File: config.mk
export PLATFORM = sky130hd
export DESIGN_NAME = count_display_driver_flat
export DESIGN_NICKNAME = d
export VERILOG_FILES = /design/src/rtl/count_display_driver_if.sv /design/src/rtl/count_display_driver.sv /design/src/flat_wrapper.sv
export SDC_FILE = /design/constraint.sdc
export NUM_CORES = 1
export LEC_CHECK = 0
export ABC_AREA = 1
export ABC_CLOCK_PERIOD_IN_PS = 4400
export BUFFER_PORTS_ARGS = -buffer_cell sky130_fd_sc_hd__buf_2
export CAP_MARGIN = 10
export CORE_UTILIZATION = 35
export CTS_BUF_LIST = sky130_fd_sc_hd__clkbuf_4 sky130_fd_sc_hd__clkbuf_8 sky130_fd_sc_hd__clkbuf_16
export DETAILED_ROUTE_END_ITERATION = 8
export GPL_TIMING_DRIVEN = 1
export PLACE_DENSITY_LB_ADDON = 0.1
export SETUP_SLACK_MARGIN = 0.3
export SLEW_MARGIN = 30
export SYNTH_ARGS = -nofsm -noshare
export SYNTH_HDL_FRONTEND = slang
export SYNTH_SLANG_ARGS = --single-unit
File: constraint.sdc
create_clock -name clk -period 4.4 [get_ports clk]
set_input_delay 0.44 -clock clk [delete_from_list [all_inputs] [get_ports clk]]
set_output_delay 0.44 -clock clk [all_outputs]
set_load 0.05 [all_outputs]
File: src/rtl/count_display_driver_if.sv
// Bundle for count_display_driver: value to display, converter status and
// the registered digit-drive outputs.
interface count_display_driver_if;
  logic [7:0]  count;
  logic [3:0]  an;
  logic [6:0]  seg;
  logic        dp;
  logic        busy;
  logic [11:0] bcd;

  modport master (
    output count,
    input  an, seg, dp, busy, bcd
  );

  modport slave (
    input  count,
    output an, seg, dp, busy, bcd
  );
endinterface

File: src/rtl/count_display_driver.sv
// Binary-to-BCD (double dabble) converter driving a 3-digit multiplexed 7-segment display.
// Define LEADING_ZERO_BLANK_EN to blank leading zero hundreds/tens digits.
module count_display_driver #(
  parameter int unsigned REFRESH_DIV = 20000
) (
  input  logic                  clk,
  input  logic                  reset,
  count_display_driver_if.slave bus
);

  localparam logic [15:0] REFRESH_MAX = 16'(REFRESH_DIV - 1);

  typedef enum logic [1:0] {IDLE, SHIFT, DONE} state_t;

  state_t      state, state_nxt;
  logic [7:0]  sampled, sampled_nxt;
  logic [7:0]  shreg, shreg_nxt;
  logic [11:0] scratch, scratch_nxt, scratch_adj;
  logic [2:0]  bit_cnt, bit_cnt_nxt;
  logic        pending, pending_nxt;
  logic        busy_r, busy_nxt;
  logic [11:0] bcd_r, bcd_nxt;

  logic [15:0] refresh_cnt;
  logic [1:0]  digit_sel;
  logic [3:0]  nibble;
  logic [3:0]  an_nxt, an_r;
  logic [6:0]  seg_r;
  logic        dp_r;

  function automatic logic [11:0] dabble_adjust(input logic [11:0] v);
    logic [11:0] r;
    for (int i = 0; i < 3; i++) begin
      r[i*4 +: 4] = (v[i*4 +: 4] >= 4'd5) ? v[i*4 +: 4] + 4'd3 : v[i*4 +: 4];
    end
    return r;
  endfunction

  function automatic logic [6:0] seg_decode(input logic [3:0] d);
    case (d)
      4'd0:    return 7'b1000000;
      4'd1:    return 7'b1111001;
      4'd2:    return 7'b0100100;
      4'd3:    return 7'b0110000;
      4'd4:    return 7'b0011001;
      4'd5:    return 7'b0010010;
      4'd6:    return 7'b0000010;
      4'd7:    return 7'b1111000;
      4'd8:    return 7'b0000000;
      4'd9:    return 7'b0010000;
      default: return 7'b1111111;
    endcase
  endfunction

  assign scratch_adj = dabble_adjust(scratch);

  // Converter state register
  always_ff @(posedge clk or posedge reset) begin
    if (reset) begin
      state   <= IDLE;
      sampled <= 8'd0;
      shreg   <= 8'd0;
      scratch <= 12'd0;
      bit_cnt <= 3'd0;
      pending <= 1'b1;
      busy_r  <= 1'b0;
      bcd_r   <= 12'h000;
    end else begin
      state   <= state_nxt;
      sampled <= sampled_nxt;
      shreg   <= shreg_nxt;
      scratch <= scratch_nxt;
      bit_cnt <= bit_cnt_nxt;
      pending <= pending_nxt;
      busy_r  <= busy_nxt;
      bcd_r   <= bcd_nxt;
    end
  end

  always_comb begin
    state_nxt   = state;
    sampled_nxt = sampled;
    shreg_nxt   = shreg;
    scratch_nxt = scratch;
    bit_cnt_nxt = bit_cnt;
    pending_nxt = pending;
    busy_nxt    = busy_r;
    bcd_nxt     = bcd_r;
    case (state)
      IDLE: begin
        if ((bus.count != sampled) || pending) begin
          sampled_nxt = bus.count;
          shreg_nxt   = bus.count;
          pending_nxt = 1'b0;
          scratch_nxt = 12'd0;
          bit_cnt_nxt = 3'd0;
          busy_nxt    = 1'b1;
          state_nxt   = SHIFT;
        end
      end
      SHIFT: begin
        // Add-3 correction and shift happen in the same cycle
        scratch_nxt = {scratch_adj[10:0], shreg[7]};
        shreg_nxt   = {shreg[6:0], 1'b0};
        bit_cnt_nxt = bit_cnt + 3'd1;
        if (bit_cnt == 3'd7) state_nxt = DONE;
      end
      DONE: begin
        bcd_nxt   = scratch;
        busy_nxt  = 1'b0;
        state_nxt = IDLE;
      end
      default: state_nxt = IDLE;
    endcase
  end

  // Refresh timing and digit select
  always_ff @(posedge clk or posedge reset) begin
    if (reset) begin
      refresh_cnt <= 16'd0;
      digit_sel   <= 2'd0;
    end else if (refresh_cnt == REFRESH_MAX) begin
      refresh_cnt <= 16'd0;
      digit_sel   <= (digit_sel == 2'd2) ? 2'd0 : digit_sel + 2'd1;
    end else begin
      refresh_cnt <= refresh_cnt + 16'd1;
    end
  end

  always_comb begin
    nibble = bcd_r[3:0];
    an_nxt = 4'b1110;
    case (digit_sel)
      2'd1: begin
        nibble = bcd_r[7:4];
        an_nxt = 4'b1101;
      end
      2'd2: begin
        nibble = bcd_r[11:8];
        an_nxt = 4'b1011;
      end
      default: ;
    endcase
`ifdef LEADING_ZERO_BLANK_EN
    if ((digit_sel == 2'd2) && (bcd_r[11:8] == 4'd0)) an_nxt = 4'b1111;
    if ((digit_sel == 2'd1) && (bcd_r[11:4] == 8'd0)) an_nxt = 4'b1111;
`endif
  end

  // Registered display drive
  always_ff @(posedge clk or posedge reset) begin
    if (reset) begin
      an_r  <= 4'b1111;
      seg_r <= 7'b1111111;
      dp_r  <= 1'b1;
    end else begin
      an_r  <= an_nxt;
      seg_r <= seg_decode(nibble);
      dp_r  <= 1'b1;
    end
  end

  assign bus.an   = an_r;
  assign bus.seg  = seg_r;
  assign bus.dp   = dp_r;
  assign bus.busy = busy_r;
  assign bus.bcd  = bcd_r;

endmodule

File: src/flat_wrapper.sv
// flat-port wrapper written by rule: the top's interface ports become plain ports
module count_display_driver_flat 
#(
  parameter int unsigned REFRESH_DIV = 20000
)
  (clk, reset, bus_count, bus_an, bus_seg, bus_dp, bus_busy, bus_bcd);
  count_display_driver_if bus_i ();
  input  logic clk;
  input  logic reset;
  input wire logic [$bits(bus_i.count)-1:0] bus_count;
  output wire logic [$bits(bus_i.an)-1:0] bus_an;
  output wire logic [$bits(bus_i.seg)-1:0] bus_seg;
  output wire logic [$bits(bus_i.dp)-1:0] bus_dp;
  output wire logic [$bits(bus_i.busy)-1:0] bus_busy;
  output wire logic [$bits(bus_i.bcd)-1:0] bus_bcd;
  assign bus_i.count = bus_count;
  assign bus_an = bus_i.an;
  assign bus_seg = bus_i.seg;
  assign bus_dp = bus_i.dp;
  assign bus_busy = bus_i.busy;
  assign bus_bcd = bus_i.bcd;
  count_display_driver #(.REFRESH_DIV(REFRESH_DIV)) u_core (.clk(clk), .reset(reset), .bus(bus_i));
endmodule
==> results of run 1 <==
## state kept, by name, indices dropped and copies added, names as in the netlist
register,flops
u_core.digit_sel,2
u_core.bus.seg,7
u_core.scratch,12
u_core.state,2
u_core.shreg,8
u_core.bit_cnt,3
u_core.sampled,8
u_core.bus.bcd,12
u_core.bus.busy,1
u_core.bus.an,3
u_core.pending,1
u_core.refresh_cnt,16
## routing by layer
layer / share of wire / vias up
met5: 0 / -
met4: 0.0059 / 0
met3: 0.032 / 4
met2: 0.47 / 45
met1: 0.49 / 1331
li1: - / 1530
## worst paths after layout
check,startpoint,cells past startpoint,to,slack (ps)
max,u_core.sampled[6],10,u_core.shreg[1],2440
min,reset,2,u_core.refresh_cnt[13],160
max reg2reg,u_core.sampled[6],10,u_core.shreg[1],2440
min reg2reg,u_core.refresh_cnt[0],1,u_core.refresh_cnt[0],470
max in group asynchronous,reset,3,u_core.pending,3420
min in group clk,bus_count[6],3,u_core.sampled[6],380
## power by group
part	leakage, nW	total (mW)	internal (mW)	switching (mW)
Combinational	1.17	1.25	0.364	0.881
Sequential	0.920	1.10	0.941	0.163
Clock	0.102	0.508	0.247	0.261
## metrics by stage
stage / area [um^2] / setup slack, ps / utilization / instances
2_1_floorplan: 3821 / 2068 / - / 467
3_3_place_gp: 4081 / 2290 / 0.3901 / 623
3_5_place_dp: 4084 / 2263 / 0.3903 / 623
4_1_cts: 4277 / 2415 / 0.4088 / 639
5_1_grt: 4277 / 2265 / 0.4088 / 639
6_report: 4277 / 2441 / 0.4088 / 639
## kinds of logic after synthesis
kind of cell    synth area share
flops                     0.4952
buf+inv                  0.08620
xor+xnor                 0.02065
compound gates           0.08981
simple gates              0.2547
other cells            0.0009823
fa+ha+maj                0.05244
## synth_stat cells (4+ instances only)
cell type,n
sky130_fd_sc_hd__xor2_1,9
sky130_fd_sc_hd__inv_1,61
sky130_fd_sc_hd__inv_2,4
sky130_fd_sc_hd__nand3_1,34
sky130_fd_sc_hd__buf_2,4
sky130_fd_sc_hd__nand2_1,134
sky130_fd_sc_hd__nand3_2,6
sky130_fd_sc_hd__dfrtp_1,64
sky130_fd_sc_hd__nor2_1,29
sky130_fd_sc_hd__o21ai_0,47
sky130_fd_sc_hd__a21oi_1,11
sky130_fd_sc_hd__dfstp_2,11
sky130_fd_sc_hd__nand4_1,6
sky130_fd_sc_hd__ha_1,16
## area by class of cell
class,instances,area (um^2),share of cell area
clock buffers,11,156.4,0.03657
repair buffers,34,175.2,0.04096
well taps,136,170.2,0.03979
multi-input cells,313,1602,0.3745
flip-flops and latches,75,1891,0.4421
clock inverters,5,36.28,0.008484
inverters,65,246.5,0.05764
## layout by cell type, fill, tap and decap left out, types with 3 or more instances in the layout
| cell | netlist | routed |
|---|---|---|
| sky130_fd_sc_hd__nor3_1 | 3 | 3 |
| sky130_fd_sc_hd__nand4_1 | 6 | 6 |
| sky130_fd_sc_hd__inv_2 | 4 | 4 |
| sky130_fd_sc_hd__clkbuf_8 | 0 | 9 |
| sky130_fd_sc_hd__clkinv_4 | 0 | 3 |
| sky130_fd_sc_hd__inv_1 | 61 | 60 |
| sky130_fd_sc_hd__nand2_1 | 134 | 134 |
| sky130_fd_sc_hd__o21ai_0 | 47 | 47 |
| sky130_fd_sc_hd__dfrtp_1 | 64 | 64 |
| sky130_fd_sc_hd__ha_1 | 16 | 16 |
| sky130_fd_sc_hd__xor2_1 | 9 | 9 |
| sky130_fd_sc_hd__nand3_2 | 6 | 6 |
| sky130_fd_sc_hd__buf_2 | 4 | 32 |
| sky130_fd_sc_hd__a21oi_1 | 11 | 11 |
| sky130_fd_sc_hd__dfstp_2 | 11 | 11 |
| sky130_fd_sc_hd__nand3_1 | 34 | 34 |
| sky130_fd_sc_hd__nor2_1 | 29 | 29 |
==> summary by stage, run 1 <==
Outcome
The flow ran to the end, and the final reports show no timing, DRC or antenna violations.

Synth
The synthesized design spends more area on one cell type than any other, namely sky130_fd_sc_hd__dfrtp_1. In the post-synthesis netlist, the biggest area contributors are sky130_fd_sc_hd__dfrtp_1 (42%), sky130_fd_sc_hd__nand2_1 (13%), sky130_fd_sc_hd__dfstp_2 (7.6%). The cell count after synthesis came out at between 400 and 500. In this run, synthesis produced a sequential element count of 75. The share of synthesized registers carrying an async set or reset is 1.000. In this run, synthesis inferred 0 flip-flops with an integrated enable. Dividing the synthesized area by the synthesized cell count gives between 8 and 9 um^2. The number of distinct library cells after synthesis is 35. The area share of the largest cell type after synthesis is 0.4195. The proportion of synthesized chip area in sequential cells is 0.4952. The top flip-flop cell by instance count after synthesis is sky130_fd_sc_hd__dfrtp_1. The netlist area before placement is between 3000 and 4000 um^2. For this run, the number of Yosys warnings is 0.

Critical path
Among all stages on the critical path, the largest delay is contributed by sky130_fd_sc_hd__nand2_2. STA classifies the critical path endpoint as a flop. The most numerous cell on the critical path is sky130_fd_sc_hd__nand2_1.

The worst setup path is launched from a flop. Along the worst path, the maximum fanout reaches 39. The peak per-stage delay on the critical path is approximately 580 ps.

The critical path in this run is classified as reg2reg. The worst path required time is approximately 4600 ps. At the worst endpoint, the arrival time is 2190 ps.

Traced cell by cell, the critical path runs through inv_1, nand2_1, nand2_1, nand2_1, nor2_1, nand3_2, nand2_2, nand2_2, nand2_1, nand2_1. Grouping stages by cell kind, the critical path spends the most delay in simple AND/OR/NAND/NOR gates. The number of buffers and inverters on the critical path is 1.

Global route
The via count of the first global-routing pass is 2,819. The total overflow left after global routing is 0. The number of antenna violations at the first check in global routing came to 0.

The largest net degree at the start of global routing is just under 50. For this run, global-route usage on met1 was measured as 0.1815. For this run, global-route usage on met2 was measured as 0.2468. For this run, global-route usage on met3 was measured as 0.03433.

The first global-routing pass estimated ~13 mm of wire. In the global route stage, overall resource usage came out at 0.1449. The layer flagged by global routing as most heavily used is met2.

Die
During I/O placement, the number of pins put on the boundary was 35. The region available for standard cell placement spans 10,460 um^2. The die area is ~11,000 um^2. The horizontal die dimension is roughly 110 um. The die outline height is 106.4 um. The initial core utilization is 0.3649. The row count is 37.

Route
Once detail routing completed, the nets flagged for antenna violations numbered 0. The number of iterations in the first detailed-routing pass is 4. The final route contains between 2,000 and 3,000 vias. In the final routed layout, each cell accounts on average for about 12 um.

Summed over all layers, the routed wires come to 7.481 mm. In this run, the number of DRC markers left after iteration 0 of detailed routing was about 120. In the routed layout, each cell is associated on average with a via count of ~4.6. The post-detailed-route DRC marker count is 0.

Clocking
The number of setup buffers added after CTS is 0. The number of H-tree branching levels is 3. The clock-pin transition on the worst setup and hold timing paths is 90 ps. The hold buffer count at cts is 0. The clock net in this run drives a total of between 70 and 80 sinks. The later pin in the worst-skew pair is clocked with a latency of 350 ps.

The total of cells resized after clock tree synthesis is 0. The number of buffers created by CTS is 9. The root buffer cell chosen for the clock tree is sky130_fd_sc_hd__clkbuf_8. No sink is reached through more buffers than the 2 on the longest clock path. TritonCTS built the clock tree.

Timing
The period utilization is 0.4453. The maximum clock rate is around 500 MHz. The number of pins exceeding their max-slew limit in the final report came to 0. Measured against its own limit, the worst slew margin works out to 0.5034.

The clock period could shrink to 1959 ps. The hold violation total from the final report is 0. The final count of negative-setup-slack endpoints is 0. The measured slew at the worst slew-check pin is 742.3 ps.

For the final database, setup skew stands at 14.02 ps. Hold timing on the final database bottoms out at a slack of about 160 ps. Setup repair after global routing left no endpoint under its margin. The sum of negative setup slack is 0 ps.

Final layout
The area growth from synthesis to layout is 12.03%. The fraction of final layout cells sized beyond drive strength 1 is 0.1590. The number of antenna diodes in the final layout is 0. After filler insertion, the fill cell instance count of the layout stands at ~1,100. The post-layout net count is 524.

Power and ir drop
Summing internal, switching and leakage power gives about 2.9 mW. The peak supply drop is between 0.2 and 0.3 mV. The standby leakage power is between 2 and 2.5 nW. Power spread over the standard cell area amounts to ~670 nW/um^2.

Min path
The worst hold path belongs to the class in2async.

Place
The weighted congestion at the end of routability-driven global placement is roughly 0.78. Summed over all nets, the half-perimeter wirelength after detailed placement is between 5 and 6 mm. The count of port buffers added during placement is 32.

Job
The max-capacitance violation count is 0.
Power figures use the tool's default switching activity.
==> run 2, diff against run 1 <==
- ABC_CLOCK_PERIOD_IN_PS: 4400 -> 1660
- clock period: 4.4 -> 1.66 ns (I/O delays scaled with it)
==> summary by stage, run 2 (synthesis results as in run 1) <==
Critical path
By startpoint and endpoint, the worst setup path is classified as reg2reg. The maximum fanout along the worst path is 4. The worst register-to-register path begins at u_core.digit_sel[1]. Measured in cells, the most critical reg-to-reg path has a length of 12. The worst path required time is 1950 ps. The nature of the critical path endpoint is a flop. The data arrival time of the critical path is 1950 ps. The most critical setup path has its startpoint at u_core.digit_sel[1].

STA classifies the critical path startpoint as a flop.

Final layout
The non-filler instance count after layout is 678. The register with the most flip-flops in the layout has 16 of them. The post-synthesis to final-layout area growth is 32.05%. The most common cell after layout, fill and taps aside is sky130_fd_sc_hd__nand2_1. The filler cell count is around 1,000. The top cell types in the final layout, fill and taps aside, are sky130_fd_sc_hd__nand2_1 (105), sky130_fd_sc_hd__dfrtp_1 (62), sky130_fd_sc_hd__inv_1 (53), sky130_fd_sc_hd__buf_2 (32), sky130_fd_sc_hd__o21ai_0 (30). The post-layout net count is 563. The antenna diode count is 0. Of the cells placed in the final design, the portion with a size suffix greater than 1 is 0.3561.

u_core.refresh_cnt holds more flip-flops than any other register.

Place
The HPWL reported at the end of detailed placement is approximately 5.3 mm. The weighted congestion at the end of routability-driven global placement is around 0.78. The count of port buffers added during placement is 32. The pre-CTS worst setup slack is about 14 ps. Counting tap cells, the placed design contains a total of 633 instances.

Min path
The source of the worst hold timing path is bus_count[6]. Along the worst hold path, the cell count comes to 3. The path type of the worst min-delay path is in2reg.

Global route
The via count of the first global-routing pass came to a little over 3,000. The wire length of the first global-routing pass is ~14 mm. The number of antenna violations at the first check in global routing is 0. The global-route total usage across every layer is 0.1542. The total overflow left after global routing is 0. The largest net degree at the start of global routing is 76.

Die
During I/O placement, the number of pins put on the boundary was 35. The floorplan step set the die height to 106.4 um. The floorplan step set the die width to around 110 um. The total core area is about 10,000 um^2.

In this run the core area contains 37 standard-cell rows. The die area is between 10,000 and 15,000 um^2. The initial core utilization is 0.3649.

Timing
Setup repair after global routing could not meet its margin everywhere. The final setup slack of the worst path is -0.8444 ps. The period utilization is 1.001. The number of pins exceeding their max-slew limit in the final report came to 0.

The hold violation total from the final report is 0. Setup total negative slack on the finished layout was measured at -0.8444 ps. The time the worst path needs with I/O delays and setup is 1661 ps. For this run, the top clock speed supported by timing is 602.1 MHz.

The final worst clock skew is 14.54 ps. The final count of negative-setup-slack endpoints is 1.

Power and ir drop
The internal portion of the total power is between 4 and 5 mW. The net switching component of the power is 3.819 mW. The share of total power dissipated in combinational logic is 0.497. Of the total power, the clock network draws 0.153. The peak supply drop is a little under 0.8 mV.

The share of total power dissipated in sequential elements is 0.350. Dividing total power by cell area gives a power density of ~1700 nW/um^2. Overall power consumption after layout is estimated at about 8.5 mW. Of the total power, the share spent switching nets is 0.4502. The standby leakage power is between 2 and 2.5 nW.

Clocking
The number of H-tree branching levels is 3. The TritonCTS clock tree is yes. The number of buffers created by CTS is 9.

The later-pin clock latency in the skew report is roughly 340 ps. For this design, the sink count on the clock tree is 75. The root buffer cell chosen for the clock tree is sky130_fd_sc_hd__clkbuf_8. The worst-case clock buffer depth is 2.

The clock-pin transition on the worst setup and hold timing paths is approximately 80 ps.

Job
The tool flagged a number of max-cap violations equal to 0.

Outcome
The run finished, with violations left. The checks that failed: setup timing.

Route
The final antenna-violating net count is 0. The first detailed-routing pass ran for 4 iterations. Dividing the detail-routed wire length by the instance count gives 12.27 um.

Summing over every cut layer, the via total after detailed routing is ~3,200. After the first detailed-routing iteration, the DRC count stood at a little over 100. The post-detailed-route DRC marker count is 0. The final layout contains routed wiring with a total length of slightly above 8 mm. The ratio of routed vias to standard cells is roughly 4.7.
[run 2: critical path, cell delays in order (launching register included)]
cell,delay (ps)
sky130_fd_sc_hd__dfrtp_1,440
sky130_fd_sc_hd__inv_2,100
sky130_fd_sc_hd__ha_4,180
sky130_fd_sc_hd__nand2_2,60
sky130_fd_sc_hd__nand2_2,50
sky130_fd_sc_hd__nand2_2,50
sky130_fd_sc_hd__o21a_1,170
sky130_fd_sc_hd__inv_2,90
sky130_fd_sc_hd__ha_4,270
sky130_fd_sc_hd__nand2_2,40
sky130_fd_sc_hd__nand2_1,50
sky130_fd_sc_hd__nand2_1,50
sky130_fd_sc_hd__nand2_1,50
[run 2: area by class of cell]
class	count	area [um^2]	area share
well taps	136	170.2	0.03376
multi-input cells	313	1963	0.3894
clock inverters	2	13.76	0.002730
flip-flops and latches	75	1893	0.3755
inverters	65	252.7	0.05014
repair buffers	73	580.6	0.1152
clock buffers	14	167.7	0.03326
[run 2: power groups by stage]
stage               clock network, mW  registers [mW]  logic [mW]
floorplan                           0            3.62        2.03
global placement                    0            2.96        3.48
detailed placement                  0            2.97        3.51
CTS                              1.35            2.95        3.95
global route                     1.43            3.05        4.72
finish                           1.29            2.97        4.22
[run 2: final timing paths]
check	endpoint	slack [ps]
worst max-delay path	u_core.bus.seg[3]	-0.8
worst min register to register	u_core.refresh_cnt[15]	460
worst max register to register	u_core.bus.seg[3]	-0.8
min in group asynchronous	u_core.bus.busy	480
max in group asynchronous	u_core.bus.seg[0]	820
worst min-delay path	u_core.sampled[6]	80
[run 2: routing by layer]
metal | vias to the layer above | track usage | routed length (um)
li1 | 1608 | - | -
met4 | 0 | 0.03816 | 92
met3 | 10 | 0.04108 | 245
met5 | - | 0 | 0
met1 | 1514 | 0.1928 | 3945
met2 | 40 | 0.2639 | 4035
[run 2: through the flow]
| stage | hold slack (ps) | area (um^2) | util |
|---|---|---|---|
| CTS | 76.94 | 4775 | 0.4564 |
| floorplan | 310.6 | 3864 | - |
| global placement | 318.5 | 4215 | 0.4029 |
| global route | 81.92 | 5041 | 0.4818 |
| detailed placement | 317.0 | 4215 | 0.4029 |
| finish | 84.49 | 5041 | 0.4818 |
[run 2: what timing repair did]
action / 4_1_cts / 5_1_grt
endpoints found under the setup margin: 52 / 56
cloned: 1 / 1
pin swaps: 29 / 41
hold buffers: 1 / 0
resized for setup: 56 / 65
hold endpoints to repair: 64 / 0
setup buffers: 17 / 9
